## src/rtl/spi_shift_reg.sv

```systemverilog
// Addressed serial/parallel shift register with bit counter, frame-complete pulse
// and abort-on-deselect. Instances share the bus; only the one whose ID matches RSELIN acts.
module spi_shift_reg #(
  parameter int WIDTH     = 8,
  parameter int ID_BITS   = 2,
  parameter int ID        = 0,
  parameter bit MSB_FIRST = 1'b1
) (
  input  logic               CLK,
  input  logic               RST,
  input  logic               DI,
  input  logic               EN,
  input  logic               LOAD,
  input  logic [WIDTH-1:0]   PLD,
  input  logic [ID_BITS-1:0] RSELIN,
  output logic               DO,
  output logic [WIDTH-1:0]   POUT,
  output logic               READY,
  output logic               BUSY
);

  localparam int          CW   = $clog2(WIDTH);
  localparam logic [CW-1:0] LAST = CW'(WIDTH - 1);

  typedef enum logic {IDLE, SHIFT} state_t;

  state_t           state;
  logic [CW-1:0]    cnt;
  logic [WIDTH-1:0] data;
  logic [WIDTH-1:0] shifted;
  logic             tap;
  logic             sel;

  assign sel = (RSELIN == ID_BITS'(ID));

  generate
    if (MSB_FIRST) begin : g_msb
      assign shifted = {data[WIDTH-2:0], DI};
      assign tap     = data[WIDTH-1];
    end else begin : g_lsb
      assign shifted = {DI, data[WIDTH-1:1]};
      assign tap     = data[0];
    end
  endgenerate

  // DO is forced low when deselected so instances can be wire-ORed
  assign DO   = sel & tap;
  assign POUT = data;
  assign BUSY = (state == SHIFT);

  always_ff @(posedge CLK) begin
    if (RST) begin
      state <= IDLE;
      cnt   <= '0;
      data  <= '0;
      READY <= 1'b0;
    end else begin
      READY <= 1'b0;
      case (state)
        IDLE: begin
          if (sel && LOAD) begin
            data <= PLD;
          end else if (sel && EN) begin
            data  <= shifted;
            cnt   <= CW'(1);
            state <= SHIFT;
          end
        end
        SHIFT: begin
          // deselect mid-frame drops the frame but keeps the partial data
          if (!sel) begin
            state <= IDLE;
            cnt   <= '0;
          end else if (EN) begin
            data <= shifted;
            if (cnt == LAST) begin
              cnt   <= '0;
              state <= IDLE;
              READY <= 1'b1;
            end else begin
              cnt <= cnt + CW'(1);
            end
          end
        end
        default: state <= IDLE;
      endcase
    end
  end

endmodule

```

## config.mk

```make
export PLATFORM = sky130hd
export DESIGN_NAME = spi_shift_reg
export DESIGN_NICKNAME = d
export VERILOG_FILES = /design/src/rtl/spi_shift_reg.sv
export SDC_FILE = /design/constraint.sdc
export NUM_CORES = 1
export LEC_CHECK = 0
export ABC_CLOCK_PERIOD_IN_PS = 2500
export CAP_MARGIN = 25
export CORE_MARGIN = 2
export CORE_UTILIZATION = 42
export DETAILED_ROUTE_END_ITERATION = 12
export PLACE_DENSITY_LB_ADDON = 0.05
export SYNTH_ARGS = -nofsm -noshare
export SYNTH_HDL_FRONTEND = slang
export SYNTH_SLANG_ARGS = --single-unit
```

## constraint.sdc

```tcl
create_clock -name CLK -period 2.5 [get_ports CLK]
set_clock_uncertainty 0.2 [all_clocks]
set_input_delay 0.5 -clock CLK [delete_from_list [all_inputs] [get_ports CLK]]
set_output_delay 0.5 -clock CLK [all_outputs]
set_load 0.005 [all_outputs]
```

---- Yosys cells after proc, flatten, opt, wreduce, memory -nomap -nowiden ----
Cells that the tools add are included.
word-level totals
  register bits after elaboration ......... 13
  input bits .............................. 15
  output and inout port bits .............. 11
  logic and storage cells ................. 40
cells by class
  $add $sub $neg .......................... 1
  equality and inequality tests ........... 7
  mux-type cells .......................... 18
  bitwise gates (word level) .............. 4
  reduce and logical (&&, ||, !) cells .... 6
operators with widths
  kind                                            count
  two-way mux 8 bit                               4
  one-hot mux 8 bit (2 select lines)              1
  two-way mux 3 bit                               5
  two-way mux 1 bit                               6
  != test 2 bit (second input constant)           3
  != test 3 bit (second input constant)           2
  one-hot mux 3 bit (2 select lines)              1
  AND reduction 3 bit                             2
  OR reduction 4 bit                              1
  adder 3 x 1 -> 3 bit (second input constant)    1
  equality test 3 bit (second input constant)     1
  NOT 1 bit                                       3
  logical AND 1 bit                               2
  zero test 2 bit                                 1
  != test 2 x 1 -> 1 bit (second input constant)  1
  one-hot mux 1 bit (2 select lines)              1
  bitwise AND 1 bit                               1

---- Longest topological paths before layout ----
  depth in word-level cells ............... 5
  depth in mapped cells ................... 5
  gate-level depth less buffers ........... 5

---- Worst setup path before layout ----
No wires, ideal clock.
  path type ............................... input to register
  from .................................... input port RSELIN[1]
  to ...................................... register data[5], in the netlist POUT[5]
  setup time .............................. 0.128 ns
  arrival time ............................ 1.349 ns
  setup slack ............................. 0.824 ns
  stages on the path ...................... 4
  buffers on the path ..................... 0
  path through ............................ or3b_4 > mux2_4 > mux2i_1 > nor2_1
between the ends
  longest elaborated chain between the ends .. 4
  elaborated cells on any way between the ends .. 8
RTL lines
  element                                                                                     line    text
  start, declared                                                                             15      input logic [ID_BITS-1:0] RSELIN,
  zero test 2 bit *                                                                           34      assign sel = (RSELIN == ID_BITS'(ID));
  logical AND 1 bit (on tied branches)                                                        61, 63
  != test 3 bit (no source line) or two-way mux 8 bit (tied branches)                         n/a
  AND reduction 3 bit (no source line) or one-hot mux 8 bit (2 select lines) (tied branches)  n/a
  end signal, assigned                                                                        64      data <= shifted;
  end signal, assigned                                                                        75      data <= shifted;
  end, declared                                                                               29      logic [WIDTH-1:0] data;
Every way passes the cells marked *; elsewhere a longest branch is shown, timed or not.
A chain may end at the register's enable or synchronous reset.

---- Final worst setup path ----
  from .................................... input port RSELIN[1]
  to ...................................... output port DO
between the ends
  longest elaborated chain between the ends .. 2
RTL lines
  element            line  text
  zero test 2 bit    34
  bitwise AND 1 bit  47    assign DO = sel & tap;
  end, declared      16    output logic DO,
No other way between the ends.

==> impl_metrics.env <==
export IMPL_outcome="finished clean"
export IMPL_hold_viol_final=0
export IMPL_placedInstanceArea_um2=872.1
export IMPL_rsz0062_at_grt="no"
export IMPL_internal_portion_of_total_power_uw=318.8
export IMPL_cts_hold_fix_buffers=0
export IMPL_layout_drive_gt1_share=0.1158
export IMPL_dpl_hpwl_mm=1.014
export IMPL_post_synth_fa_ha_maj_area_fraction=0.04357
export IMPL_nFillCells=122
export IMPL_max_vdd_ir_drop_uv=368.8
export IMPL_timing_critical_path_fanout_max=2
export IMPL_post_synth_and_or_nand_nor_area_fraction=0.2048
export IMPL_grt_pass1_wl_mm=1.987
export IMPL_xor_xnor_fraction_of_synth_area=0
export IMPL_timing_critical_path_mode_cell="sky130_fd_sc_hd__clkdlybuf4s50_1"
export IMPL_placedCellCount=106
export IMPL_worst_skew_pair_late_latency_ps=270
export IMPL_finalSetupViolations=0
export IMPL_worst_r2r_endpoint="POUT[5]"
export IMPL_start_kind="input port"
export IMPL_post_cts_resized_instances=0
export IMPL_fin_util=0.6991
export IMPL_drt_initial_drc_count=12
export IMPL_vias=572
export IMPL_r2r_start="BUSY"
export IMPL_post_route_min_period_ps=2391
export IMPL_core_area_um2=1285
export IMPL_grt_max_degree=11
export IMPL_power_share_sequential=0.526
export IMPL_clock_power_share=0.307
export IMPL_grt_remaining_overflow=0
export IMPL_io_buffer_count=25
export IMPL_post_route_worst_setup_slack_ps=108.6
export IMPL_fmax_mhz=418.2
export IMPL_timing_worst_setup_path_type="in -> out"
export IMPL_dieWidth_um=40.98
export IMPL_hold_path_cell_count=2
export IMPL_numCtsBuffers=3
export IMPL_min_from="POUT[0]"
export IMPL_synth_mux_area_frac=0.04357
export IMPL_switchingPower_uw=94.55
export IMPL_hold_path_end="POUT[1]"
export IMPL_postRouteAntennaNets=0
export IMPL_cts_path_max_buffers=2
export IMPL_initial_utilization=0.4469
export IMPL_routabilityCongestion=0.6702
export IMPL_fp_row_count=13
export IMPL_clk_root_buffer_cell="sky130_fd_sc_hd__clkbuf_4"
export IMPL_cell_count_after_synthesis=63
export IMPL_pwr_density_cell_nw_per_um2=460.1
export IMPL_timing_critical_path_to_type="output pin"
export IMPL_timing_final_crit_share=0.9566
export IMPL_timing_hold_worst_class="reg -> reg"
export IMPL_fin_area_um2=898.4
export IMPL_setup_tns_final_ps=0
export IMPL_report_final_slew_viol_count=0
export IMPL_max_cap_violations=0
export IMPL_number_of_nets_in_the_layout=113
export IMPL_slowest_delay_ps=490
export IMPL_setup_reg_to_reg_worst_slack_ps=990
export IMPL_timing_critical_path_slowest_stage_cell="sky130_fd_sc_hd__clkdlybuf4s50_1"
export IMPL_synth_top_cell_area_share=0.4532
export IMPL_grt_total_usage=0.1878
export IMPL_sw_frac_of_total=0.2287
export IMPL_postSynthAreaPerCell_um2=9.116
export IMPL_floorplan_die_height_um=40.98
export IMPL_worst_endpoint_required_ps=1800
export IMPL_vias_per_inst=5.200
export IMPL_drt_total_wl_mm=1.354
export IMPL_power_share_combinational=0.167
export IMPL_postCtsSetupBuffers=0
export IMPL_first_global_vias=467
export IMPL_floorplan_die_area_um2=1679
export IMPL_timing_slew_headroom=0.7438
export IMPL_holdWs_ps=268.9
export IMPL_yosysUniqueCellTypes=23
export IMPL_finalPower_uw=413.4
export IMPL_rr_worst_depth=4
export IMPL_tritoncts="done"
export IMPL_critical_path_cell_chain="clkdlybuf4s50_1 -> nor2_1 -> and2_1 -> clkdlybuf4s50_1"
export IMPL_htree_levels=1
export IMPL_antenna_found_initial=0
export IMPL_clk_transition_reported_paths_ps=80
export IMPL_yosysWarnings=0
export IMPL_syn_to_final_growth_pct=56.43
export IMPL_post_place_ws_ps=102.2
export IMPL_worst_slew_pin_slew_ps=383.5
export IMPL_cts_sinks=13
export IMPL_synth_seq_cells=13
export IMPL_ys_top_cells_by_area="sky130_fd_sc_hd__dfxtp_1 (45%), sky130_fd_sc_hd__a22oi_1 (9.2%), sky130_fd_sc_hd__a21oi_1 (6.1%)"
export IMPL_netlist_area_um2=574.3
export IMPL_part_of_the_yosys_area_used_for_sequential_elements=0.4532
export IMPL_mappedNetlistNets=80
export IMPL_synth_top_cell_by_area="sky130_fd_sc_hd__dfxtp_1"
export IMPL_area_sequential_um2=260.3
export IMPL_drc_errors=0
export IMPL_multi_input_gate_area_in_the_final_layout_um2=305.3
export IMPL_post_drt_wl_per_cell_um=12.31
export IMPL_antenna_diode_count=0
export IMPL_top_level_ports=26
export IMPL_finish_cell_count_without_fillers=110
export IMPL_main_combinational_cell_family_by_area_after_synthesis="compound AO/OA/AOI/OAI gates"
export IMPL_dr_pass1_iters=4
export IMPL_synth_compound_gate_area_share=0.2397
export IMPL_leakage_nw=0.3296
export IMPL_timing_critical_path_arrival_ps=1690
[layout make-up]
cell class / count / share of cell area
Timing Repair Buffer: 30 / 0.3203
Clock buffer: 4 / 0.02925
Multi-Input combinational cell: 48 / 0.3398
Tap cell: 15 / 0.02089
Sequential cell: 13 / 0.2897
[kinds of logic (layout without fill, tap and decap cells)]
group,after synthesis,after routing
AND/OR/NAND/NOR,23,23
AO/OA/AOI/OAI,21,21
adder cells (fa/ha/maj),2,2
multiplexers,2,2
buffers and inverters,2,34
flip-flops,13,13
[cells in the final DEF, fill, tap and decap left out]
cell type                          n
sky130_fd_sc_hd__clkdlybuf4s50_1  25
sky130_fd_sc_hd__dfxtp_1          13
sky130_fd_sc_hd__nand2_1           8
sky130_fd_sc_hd__a22oi_1           7
sky130_fd_sc_hd__a21oi_1           7
sky130_fd_sc_hd__buf_4             5
sky130_fd_sc_hd__nor2_1            4
sky130_fd_sc_hd__and2_1            3
sky130_fd_sc_hd__clkbuf_4          3
sky130_fd_sc_hd__nor2b_1           2
sky130_fd_sc_hd__a22o_1            2
sky130_fd_sc_hd__o21ai_0           2
sky130_fd_sc_hd__ha_1              2
sky130_fd_sc_hd__or3b_4            1
sky130_fd_sc_hd__mux2_4            1
sky130_fd_sc_hd__mux2i_1           1
sky130_fd_sc_hd__nor2_2            1
sky130_fd_sc_hd__o21ai_1           1
sky130_fd_sc_hd__nor3b_1           1
sky130_fd_sc_hd__nor3_1            1
sky130_fd_sc_hd__o32a_1            1
sky130_fd_sc_hd__a211oi_1          1
sky130_fd_sc_hd__nand3_1           1
sky130_fd_sc_hd__nor4_1            1
sky130_fd_sc_hd__clkbuf_1          1
[registers in the layout (all words and copies together), names as in the netlist]
name / cells
POUT: 8
READY: 1
cnt: 3
BUSY: 1
[how the worst max path moves through the flow]
stage                          from      end  depth (start not counted)
after global routing      RSELIN[1]       DO                          4
after floorplan           RSELIN[1]  POUT[5]                          4
after detailed placement  RSELIN[1]       DO                          4
after global placement    RSELIN[1]       DO                          4
after CTS                 RSELIN[1]       DO                          4
final                     RSELIN[1]       DO                          4
[power groups by stage]
stage                     Sequential (mW)  Clock, mW  Combinational (mW)
after floorplan                     0.222          0              0.0236
after global placement              0.222          0              0.0680
after detailed placement            0.223          0              0.0690
after CTS                           0.218      0.133              0.0695
after global routing                0.218      0.142              0.0755
final                               0.218      0.127              0.0690
[critical path: cells and delay by family]
kind                   cells  cell delay [ps]
buffers and inverters      2              910
and+or+nand+nor            2              280
[Yosys cell counts]
cell type and instances:
sky130_fd_sc_hd__nand2_1 8, sky130_fd_sc_hd__o21ai_1 1, sky130_fd_sc_hd__buf_2 1, sky130_fd_sc_hd__ha_1 2
sky130_fd_sc_hd__a211oi_1 1, sky130_fd_sc_hd__nor2b_1 2, sky130_fd_sc_hd__a22oi_1 7, sky130_fd_sc_hd__a22o_1 2
sky130_fd_sc_hd__mux2_4 1, sky130_fd_sc_hd__nor3_1 1, sky130_fd_sc_hd__nand3_1 1, sky130_fd_sc_hd__nor2_2 1
sky130_fd_sc_hd__or3b_4 1, sky130_fd_sc_hd__clkbuf_1 1, sky130_fd_sc_hd__o21ai_0 2, sky130_fd_sc_hd__nor2_1 4
sky130_fd_sc_hd__a21oi_1 7, sky130_fd_sc_hd__nor4_1 1, sky130_fd_sc_hd__o32a_1 1, sky130_fd_sc_hd__and2_1 3
sky130_fd_sc_hd__mux2i_1 1, sky130_fd_sc_hd__nor3b_1 1, sky130_fd_sc_hd__dfxtp_1 13
[metal layers]
layer,wire (µm),GRT usage,vias to the layer above
li1,-,-,296
met1,625,0.2400,257
met2,634,0.2852,17
met3,82,0.04891,2
met4,11,0.1000,0
met5,0,0,-
No activity file was read; power rests on OpenSTA's default activity.
